<file path="src/rtl/play_session.sv">
`timescale 1ns/1ps
// play_session: one play session of the rhythm game.
// Accepts target notes from the song sequencer, judges player hits against
// them with difficulty-scaled timing windows, and keeps base score, bonus
// score and combo. At song end the result is committed to a per-user
// best-record table.
//
// Optional feature macro: PLAY_HISCORE_EN
//   defined   - per-user best-record table present, COMMIT updates it
//   undefined - no table; best_score / best_combo read as 0
//
// Ports:
//   clk, rst_n              clock, synchronous active-low reset
//   en                      session active; low returns to IDLE and clears
//   user, difficulty        user slot / window select, latched on IDLE->ARM
//   now                     free-running timestamp
//   goal_valid/goal_ready   target-note handshake (goal_note, goal_time)
//   hit_valid               player hit strobe (hit_note, hit_time)
//   song_end                strobe: no more goals
//   base_score, bonus_score session totals
//   combo, max_combo        current and peak combo
//   judge_valid/judge_level one-cycle judgement strobe; 3..0 = PERFECT..MISS
//   done                    session result committed
//   best_score, best_combo  best record of the latched user
module play_session #(
    parameter int unsigned USERS   = 4,
    parameter int unsigned SCORE_W = 20,
    parameter int unsigned COMBO_W = 12,
    parameter int unsigned TIME_W  = 16,
    parameter int unsigned NOTE_W  = 3
) (
    input  logic                     clk,
    input  logic                     rst_n,
    input  logic                     en,
    input  logic [$clog2(USERS)-1:0] user,
    input  logic [1:0]               difficulty,
    input  logic [TIME_W-1:0]        now,
    input  logic                     goal_valid,
    output logic                     goal_ready,
    input  logic [NOTE_W-1:0]        goal_note,
    input  logic [TIME_W-1:0]        goal_time,
    input  logic                     hit_valid,
    input  logic [NOTE_W-1:0]        hit_note,
    input  logic [TIME_W-1:0]        hit_time,
    input  logic                     song_end,
    output logic [SCORE_W-1:0]       base_score,
    output logic [SCORE_W-1:0]       bonus_score,
    output logic [COMBO_W-1:0]       combo,
    output logic [COMBO_W-1:0]       max_combo,
    output logic                     judge_valid,
    output logic [1:0]               judge_level,
    output logic                     done,
    output logic [SCORE_W-1:0]       best_score,
    output logic [COMBO_W-1:0]       best_combo
);

    localparam int unsigned UW = $clog2(USERS);

    typedef enum logic [2:0] {
        S_IDLE,
        S_ARM,
        S_WAIT_HIT,
        S_JUDGE,
        S_COMMIT,
        S_DONE
    } state_t;

    state_t state, state_nx;

    logic [UW-1:0]      user_q;
    logic [1:0]         diff_q;
    logic [NOTE_W-1:0]  goal_note_q;
    logic [TIME_W-1:0]  goal_time_q;
    logic               pend_end;
    logic [SCORE_W-1:0] base_q, bonus_q;
    logic [COMBO_W-1:0] combo_q, max_q;
    logic [1:0]         level_q;

    // Timing windows: P, 2P, 4P with P = 8 >> difficulty
    logic [3:0]        p4;
    logic [TIME_W:0]   win1, win2, win4;
    // Modular hit offset, sign-extended to TIME_W+1 bits
    logic [TIME_W-1:0] dt_mod, el;
    logic [TIME_W:0]   dt_ext, abs_dt;
    logic              hit_early, timeout, hit_take, judge_now;
    logic [1:0]        hit_level, new_level;

    assign p4   = 4'd8 >> diff_q;
    assign win1 = (TIME_W+1)'(p4);
    assign win2 = win1 << 1;
    assign win4 = win1 << 2;

    assign dt_mod    = hit_time - goal_time_q;
    assign dt_ext    = {dt_mod[TIME_W-1], dt_mod};
    assign abs_dt    = dt_ext[TIME_W] ? ('0 - dt_ext) : dt_ext;
    assign hit_early = dt_ext[TIME_W] && (abs_dt > win4);

    // Elapsed time counts as late only in the first half of the wrap range,
    // so a goal whose due time is still ahead never times out.
    assign el        = now - goal_time_q;
    assign timeout   = !el[TIME_W-1] && ({1'b0, el} > win4);

    assign hit_take  = hit_valid && !hit_early;
    assign judge_now = (state == S_WAIT_HIT) && (hit_take || timeout);
    assign new_level = hit_take ? hit_level : 2'd0;

    always_comb begin
        hit_level = 2'd0;
        if ((hit_note == goal_note_q) && (abs_dt <= win4)) begin
            if (abs_dt <= win1)      hit_level = 2'd3;
            else if (abs_dt <= win2) hit_level = 2'd2;
            else                     hit_level = 2'd1;
        end
    end

    // Saturating score arithmetic
    logic [COMBO_W-1:0] combo_inc;
    logic [SCORE_W:0]   base_sum, bonus_sum;
    logic [SCORE_W-1:0] base_nx, bonus_nx;

    assign combo_inc = (&combo_q) ? combo_q : combo_q + COMBO_W'(1);
    assign base_sum  = {1'b0, base_q} + (SCORE_W+1)'(new_level);
    assign bonus_sum = {1'b0, bonus_q} + (SCORE_W+1)'(combo_inc >> 3);
    assign base_nx   = base_sum[SCORE_W]  ? '1 : base_sum[SCORE_W-1:0];
    assign bonus_nx  = bonus_sum[SCORE_W] ? '1 : bonus_sum[SCORE_W-1:0];

`ifdef PLAY_HISCORE_EN
    logic [SCORE_W-1:0] tbl_score [USERS];
    logic [COMBO_W-1:0] tbl_combo [USERS];
    logic [SCORE_W:0]   total_sum;
    logic [SCORE_W-1:0] total;

    assign total_sum  = {1'b0, base_q} + {1'b0, bonus_q};
    assign total      = total_sum[SCORE_W] ? '1 : total_sum[SCORE_W-1:0];
    assign best_score = tbl_score[user_q];
    assign best_combo = tbl_combo[user_q];
`else
    logic unused_user;
    assign unused_user = ^user_q;
    assign best_score  = '0;
    assign best_combo  = '0;
`endif

    // State register
    always_ff @(posedge clk) begin
        if (!rst_n) state <= S_IDLE;
        else        state <= state_nx;
    end

    // Next state and state-decoded outputs
    always_comb begin
        state_nx    = state;
        goal_ready  = 1'b0;
        judge_valid = 1'b0;
        done        = 1'b0;
        unique case (state)
            S_IDLE: begin
                if (en) state_nx = S_ARM;
            end
            S_ARM: begin
                goal_ready = 1'b1;
                if (song_end)        state_nx = S_COMMIT;
                else if (goal_valid) state_nx = S_WAIT_HIT;
            end
            S_WAIT_HIT: begin
                if (hit_take || timeout) state_nx = S_JUDGE;
            end
            S_JUDGE: begin
                // Scores were updated on entry, so this cycle only presents them
                judge_valid = 1'b1;
                state_nx    = (pend_end || song_end) ? S_COMMIT : S_ARM;
            end
            S_COMMIT: begin
                state_nx = S_DONE;
            end
            S_DONE: begin
                done = 1'b1;
            end
            default: state_nx = S_IDLE;
        endcase
        if (!en) state_nx = S_IDLE;
    end

    // Session datapath and record table
    always_ff @(posedge clk) begin
        if (!rst_n) begin
            user_q      <= '0;
            diff_q      <= '0;
            goal_note_q <= '0;
            goal_time_q <= '0;
            pend_end    <= 1'b0;
            base_q      <= '0;
            bonus_q     <= '0;
            combo_q     <= '0;
            max_q       <= '0;
            level_q     <= '0;
`ifdef PLAY_HISCORE_EN
            for (int unsigned i = 0; i < USERS; i++) begin
                tbl_score[i] <= '0;
                tbl_combo[i] <= '0;
            end
`endif
        end else if (!en) begin
            pend_end <= 1'b0;
            base_q   <= '0;
            bonus_q  <= '0;
            combo_q  <= '0;
            max_q    <= '0;
            level_q  <= '0;
        end else begin
            unique case (state)
                S_IDLE: begin
                    user_q   <= user;
                    diff_q   <= difficulty;
                    pend_end <= 1'b0;
                    base_q   <= '0;
                    bonus_q  <= '0;
                    combo_q  <= '0;
                    max_q    <= '0;
                    level_q  <= '0;
                end
                S_ARM: begin
                    if (goal_valid && !song_end) begin
                        goal_note_q <= goal_note;
                        goal_time_q <= goal_time;
                    end
                end
                S_WAIT_HIT: begin
                    if (song_end) pend_end <= 1'b1;
                    if (judge_now) begin
                        level_q <= new_level;
                        if (new_level != 2'd0) begin
                            combo_q <= combo_inc;
                            base_q  <= base_nx;
                            bonus_q <= bonus_nx;
                            if (combo_inc > max_q) max_q <= combo_inc;
                        end else begin
                            combo_q <= '0;
                        end
                    end
                end
                S_COMMIT: begin
`ifdef PLAY_HISCORE_EN
                    if (total > tbl_score[user_q]) tbl_score[user_q] <= total;
                    if (max_q > tbl_combo[user_q]) tbl_combo[user_q] <= max_q;
`endif
                end
                default: ;
            endcase
        end
    end

    assign base_score  = base_q;
    assign bonus_score = bonus_q;
    assign combo       = combo_q;
    assign max_combo   = max_q;
    assign judge_level = level_q;

endmodule
</file>
<file path="config.mk">
export PLATFORM = sky130hd
export DESIGN_NAME = play_session
export DESIGN_NICKNAME = d
export VERILOG_FILES = /design/src/rtl/play_session.sv
export SDC_FILE = /design/constraint.sdc
export NUM_CORES = 1
export LEC_CHECK = 0
export CORE_MARGIN = 2
export CORE_UTILIZATION = 45
export CTS_CLUSTER_DIAMETER = 50
export CTS_CLUSTER_SIZE = 14
export DETAILED_ROUTE_END_ITERATION = 7
export PLACE_DENSITY = 0.81
export SETUP_SLACK_MARGIN = 0.1
export SYNTH_ARGS = -nofsm -noshare
export SYNTH_HDL_FRONTEND = slang
export SYNTH_SLANG_ARGS = --single-unit
</file>
<file path="constraint.sdc">
create_clock -name clk -period 9.1 [get_ports clk]
set_input_delay 1.82 -clock clk [delete_from_list [all_inputs] [get_ports clk]]
set_output_delay 1.82 -clock clk [all_outputs]
set_load 0.005 [all_outputs]
</file>
### After elaboration in Yosys (flattened, before gate mapping)

Index checks and enable logic that the tools add are counted.
Widths: inputs -> output; s select.

| cells by class | value |
|---|---|
| add/sub/neg operators | 6 |
| shift-type cells | 1 |
| equality and inequality tests | 12 |
| reduce and logical (&&, ||, !) cells | 23 |
| bitwise logic cells | 1 |
| $lt $le $gt $ge | 6 |
| muxes and demuxes | 33 |

Operator list:

| cell | number |
|---|---|
| $mux 20 | 6 |
| $pmux 20 s2 | 2 |
| $mux 12 | 6 |
| $pmux 12 s2 | 2 |
| $sub 16x16->16 | 2 |
| $add 20x2->21 | 1 |
| $add 20x9->21 | 1 |
| $pmux 3 s6 | 1 |
| $gt 17x6->1 | 1 |
| $le 17x4->1 | 1 |
| $le 17x5->1 | 1 |
| $le 17x6->1 | 1 |
| $mux 17 | 1 |
| $sub 1x16->17 const A | 1 |
| $gt 16x6->1 | 1 |
| $add 12x1->12 const B | 1 |
| $gt 12x12->1 | 1 |
| $mux 3 | 4 |
| $reduce_and 12->1 | 1 |
| $mux 2 | 5 |
| $reduce_and 3->1 | 3 |
| $reduce_and 2->1 | 4 |
| $eq 3x2->1 const B | 2 |
| $eq 3x3->1 const B | 2 |
| other kinds (16) | 31 |

| word-level totals | value |
|---|---|
| output and inout port bits | 101 |
| register bits | 91 |
| logic and storage cells | 92 |

### Depth between registers and ports, before layout

| depth | value |
|---|---|
| depth in word-level cells | 13 |
| gate-level depth with buffers | 31 |
| mapped depth without buffers | 29 |

### Least setup slack after synthesis

Ideal clock, no wire load.

| path | value |
|---|---|
| path type | input port to flip-flop |
| start | in hit_time[8] |
| end | reg base_q[0] (netlist: base_score[0]) |
| data required time | 9.026 ns |
| setup slack | 1.813 ns |
| path buffers | 2 |
| arrival | 7.212 ns |
| stages on the path | 28 |
| setup time | 0.074 ns |
| cells stage by stage | ha_1 -> clkbuf_1 -> and4_1 -> nand3_1 -> a211o_1 -> and4_1 -> nor2_1 -> nor2_1 -> xnor2_1 -> inv_1 -> ha_1 -> nand3_1 -> o32a_1 -> or2_2 -> nor4_1 -> nor2b_1 -> ha_1 -> fa_1 -> nand2_1 -> nor2_1 -> nand3_1 -> nor2_1 -> and3_1 -> and2_1 -> clkbuf_1 -> o21ai_0 -> or4_1 -> o21ai_0 |

| on the way | value |
|---|---|
| cells in the longest elaborated chain, start to end | 13 |
| elaborated cells on any way between the ends | 26 |
| classes of those cells | 3 x add/sub; 4 x order compare; 2 x eq/ne; 9 x mux; 8 x reduce/logical |

RTL lines:

| item | RTL line | source |
|---|---|---|
| start, declared | 44 | `input logic [TIME_W-1:0] hit_time,` |
| $sub 16x16->16 (*) | 93 | `assign dt_mod = hit_time - goal_time_q;` |
| $sub 1x16->17 | 95 | `assign abs_dt = dt_ext[TIME_W] ? ('0 - dt_ext) : dt_ext;` |
| $mux 17 | 95 |  |
| $le 17x5->1 or $gt 17x6->1 (tied branches) | 111, 96 |  |
| $mux 2 or $logic_and 1x1->1 (tied branches) | 111, 96 |  |
| $mux 2 or $logic_not 1->1 (tied branches) | 110, 103 |  |
| $mux 2 or $logic_and 1x1->1 (tied branches) | 109, 103 |  |
| $mux 2 | 105 | `assign new_level = hit_take ? hit_level : 2'd0;` |
| $add 20x2->21 | 122 | `assign base_sum = {1'b0, base_q} + (SCORE_W+1)'(new_level);` |
| $mux 20 | 124 | `assign base_nx = base_sum[SCORE_W] ? '1 : base_sum[SCORE_W-1:0];` |
| $mux 20 | 232 | `if (new_level != 2'd0) begin` |
| $mux 20 | 230 | `if (judge_now) begin` |
| $pmux 20 s2 | 211 | `unique case (state)` |
| end signal, assigned | 234 | `base_q <= base_nx;` |
| end, declared | 75 | `logic [SCORE_W-1:0] base_q, bonus_q;` |

Every way passes the cells marked *; elsewhere a longest branch is shown, timed or not. The select of a mux whose other input is x is not followed.
A chain may end at the register's enable or synchronous reset.

### Final worst setup path

| path | value |
|---|---|
| start | in hit_time[4] |
| end | reg base_q[1] (netlist: base_score[1]) |

The elaborated chain is that of the path after synthesis.

==> results_dict.tcl <==
set metrics [dict create \
    status "finished, final reports clean" \
    yosysUniqueCellTypes 80 \
    final_max_slew_viol_count 0 \
    max_slew.worst_pin.slew_ns 0.910 \
    cts_buffers 9 \
    io_buffers 130 \
    arrival_ns 8.54 \
    grt_overflow_total 0 \
    syn_area_um2 7820 \
    insertion_delay_ns 0.35 \
    fin_worst_skew_ns 0.0116 \
    coreArea_um2 17100 \
    clk_pin_slew_ns 0.06 \
    drtPass1Iterations 5 \
    tritoncts "yes" \
    fin_crit_ns 8.27 \
    grt_pass1_vias 7356 \
    dpl.cell_count 1343 \
    setup_viol 0 \
    dpl-instance-area_um2 9150 \
    post-route-util_pct 55.4 \
    synthFlopType "dfxtp_1" \
    die_area_um2 18500 \
    grt_max_degree 36 \
    grt_pass1_wl_mm 36.4 \
    relSlewSlack_pct 38.9 \
    rows 48 \
    crit_type "input port to register" \
    ys_seq_elements 91 \
    antenna_found_initial 0 \
    p_leak_uw 0.00362 \
    numClockSinks 91 \
    required_ns 9.37 \
    viasPerCell 5.91 \
    postSynthCellCount 1027 \
    ios 165 \
    clock_path_buffers 2 \
    setup_tns_ns 0 \
    start_util_pct 45.7 \
    cts_setup_buffers 0 \
    antenna-diode-count 0 \
    r2r_setup_slack_ns 2.26 \
    hold_path.class "register to register" \
    path_max_fanout 10 \
    start_kind "input port" \
    cap_violations 0 \
    cts.root.buffer_cell "clkbuf_16" \
    finalNonFillerCells 1359 \
    synth_warnings 0 \
    grt_setup_unrepaired "no" \
    area_growth_pct 21.2 \
    die_h_um 136 \
    gp_congestion 0.915 \
    drt_wl_total_mm 22.6 \
    hold_violations 0 \
    first_iter_violations 649 \
    num_vias 8032 \
    slowest_stage "clkdlybuf4s50_1" \
    fmax_mhz 121 \
    final_nets 1268 \
    synth_edf_count 0 \
    ir_worst_vdd_v 0.0000787 \
    dp_hpwl_mm 17.0 \
    final_antenna_net_count 0 \
    fp.dieW_um 136 \
    powerDensity_nw_per_um2 111 \
    final_layout_size_suffix_gt1_share_pct 4.06 \
    synthArstFlopShare_pct 0 \
    power_uw 1050 \
    fin_area_um2 9480 \
    ctsHtreeMaxLevel 3 \
    ys_seq_area_share_pct 23.3 \
    crit_path_max_incr_delay_ns 0.44 \
    grt_use_total_pct 24.3 \
    cp-end-kind "register" \
    drc_errors 0 \
    syn_avg_cell_area_um2 7.62 \
    finalCritPeriodShare_pct 90.9 \
    drt-wirelength-per-cell_um 16.6 \
]
cells in the mapped netlist (8+ instances only):
| master | n | area, µm² |
|---|---|---|
| nand2_1 | 129 | 484 |
| o21a_1 | 8 | 60.1 |
| nand3_1 | 48 | 240 |
| buf_4 | 34 | 255 |
| xor2_1 | 15 | 131 |
| xnor2_1 | 23 | 201 |
| or4_1 | 8 | 60.1 |
| nor2b_1 | 14 | 87.6 |
| nor2_1 | 61 | 229 |
| ha_1 | 71 | 888 |
| and2_1 | 8 | 50.1 |
| a21o_1 | 17 | 128 |
| dfxtp_1 | 91 | 1820 |
| a22o_1 | 13 | 114 |
| clkbuf_1 | 37 | 139 |
| or2_2 | 8 | 50.1 |
| inv_1 | 50 | 188 |
| a21boi_0 | 20 | 150 |
| nand2b_1 | 11 | 68.8 |
| a21oi_1 | 71 | 355 |
| a211oi_1 | 23 | 173 |
| a41o_1 | 8 | 80.1 |
| and3_1 | 19 | 119 |
| o211ai_1 | 11 | 82.6 |
| nor3_1 | 23 | 115 |
| o21ai_0 | 42 | 210 |
| nand4_1 | 16 | 100 |
| a31oi_1 | 19 | 119 |
power breakdown:
part           switching [µW]  total (µW)  internal (µW)  leakage [µW]
clock network             158         415            257      0.000160
logic                     134         234           99.2       0.00273
registers                2.45         403            400      0.000734
flip-flops by register name, summed over array words and instances, names as in the netlist:
| name | cells |
|---|---|
| bonus_score | 20 |
| base_score | 20 |
| max_combo | 12 |
| combo | 12 |
| goal_note_q | 3 |
| state | 3 |
| goal_time_q | 16 |
| diff_q | 2 |
| judge_level | 2 |
| pend_end | 1 |
path summary, 6_finish.rpt:
| kind | from | end | cells after the start |
|---|---|---|---|
| setup / recovery | hit_time[4] | base_score[1]$_SDFFE_PN0P_ | 28 |
| hold / removal | goal_time_q[13]$_SDFFE_PN0P_ | goal_time_q[13]$_SDFFE_PN0P_ | 2 |
| setup reg to reg | goal_time_q[9]$_SDFFE_PN0P_ | base_score[1]$_SDFFE_PN0P_ | 28 |
| hold reg to reg | goal_time_q[13]$_SDFFE_PN0P_ | goal_time_q[13]$_SDFFE_PN0P_ | 2 |
worst max-delay path: cells and delay by family:
| kind | cells | cell delay (ns) |
|---|---|---|
| AO/OA/AOI/OAI | 7 | 1.11 |
| XOR/XNOR | 1 | 0.37 |
| adder cells (fa/ha/maj) | 4 | 1.16 |
| buffers and inverters | 1 | 0.44 |
| AND/OR/NAND/NOR | 15 | 3.62 |
cell type report:
cell class	count	area, µm²
clock buffers	13	260
clock inverters	3	68.8
fillers	1580	7640
inverters	50	188
multi-input cells	839	5500
flip-flops and latches	91	1820
well taps	225	282
repair buffers	138	1360
per-layer routing:
layer	vias to the layer above	share of wire, %	track usage, %
li1	3924	-	-
met3	28	6.9	3.73
met1	3798	45	33.4
met5	-	0	0
met2	282	46	40.0
met4	0	1.4	5.90
per-stage QoR:
stage,worst slack [ns],hold WS [ns]
finish,0.827,0.474
global route,0.245,0.490
CTS,0.778,0.476
detailed placement,0.466,0.464
global placement,0.612,0.457
floorplan,1.81,0.443
logic make-up after synthesis:
kind of cell	after synthesis	share of synthesized area, %
AOI/OAI and AO/OA	313	27.8
xor gates and xnor gates	38	4.26
adders and majority gates	75	12.4
buffers and inverters	128	7.95
DFF	91	23.3
muxes	5	0.656
other	1	0.0479
and+or+nand+nor	376	23.6
layout by cell type (no fill, tap or decap), types with 5 or more instances in the layout:
cell type	n
clkdlybuf4s50_1	130
o21ai_0	41
o21a_1	8
and2_1	8
or3_1	5
a31oi_1	19
nor2b_1	14
o21ai_1	8
a211oi_1	23
conb_1	32
nand2b_1	11
xnor2_1	23
xor2_1	15
nor3_1	23
and4_1	7
buf_4	8
o22ai_1	6
a41oi_1	6
a21oi_1	71
a21boi_0	20
inv_1	50
nand4_1	16
and3_1	19
or2_2	8
a41o_1	8
o31ai_1	6
nor3b_1	6
a22o_1	13
a21o_1	17
or4_1	8
dfxtp_1	91
clkbuf_16	9
nor2_1	59
ha_1	71
o211ai_1	11
nand3_1	48
nand2_1	129
a211o_1	6
timing repair:
item                                    in CTS  in global routing
resized for setup                            0                  2
hold buffers                                 0                  0
endpoints found under the setup margin       0                  2
(Power assumes the default switching activity.)
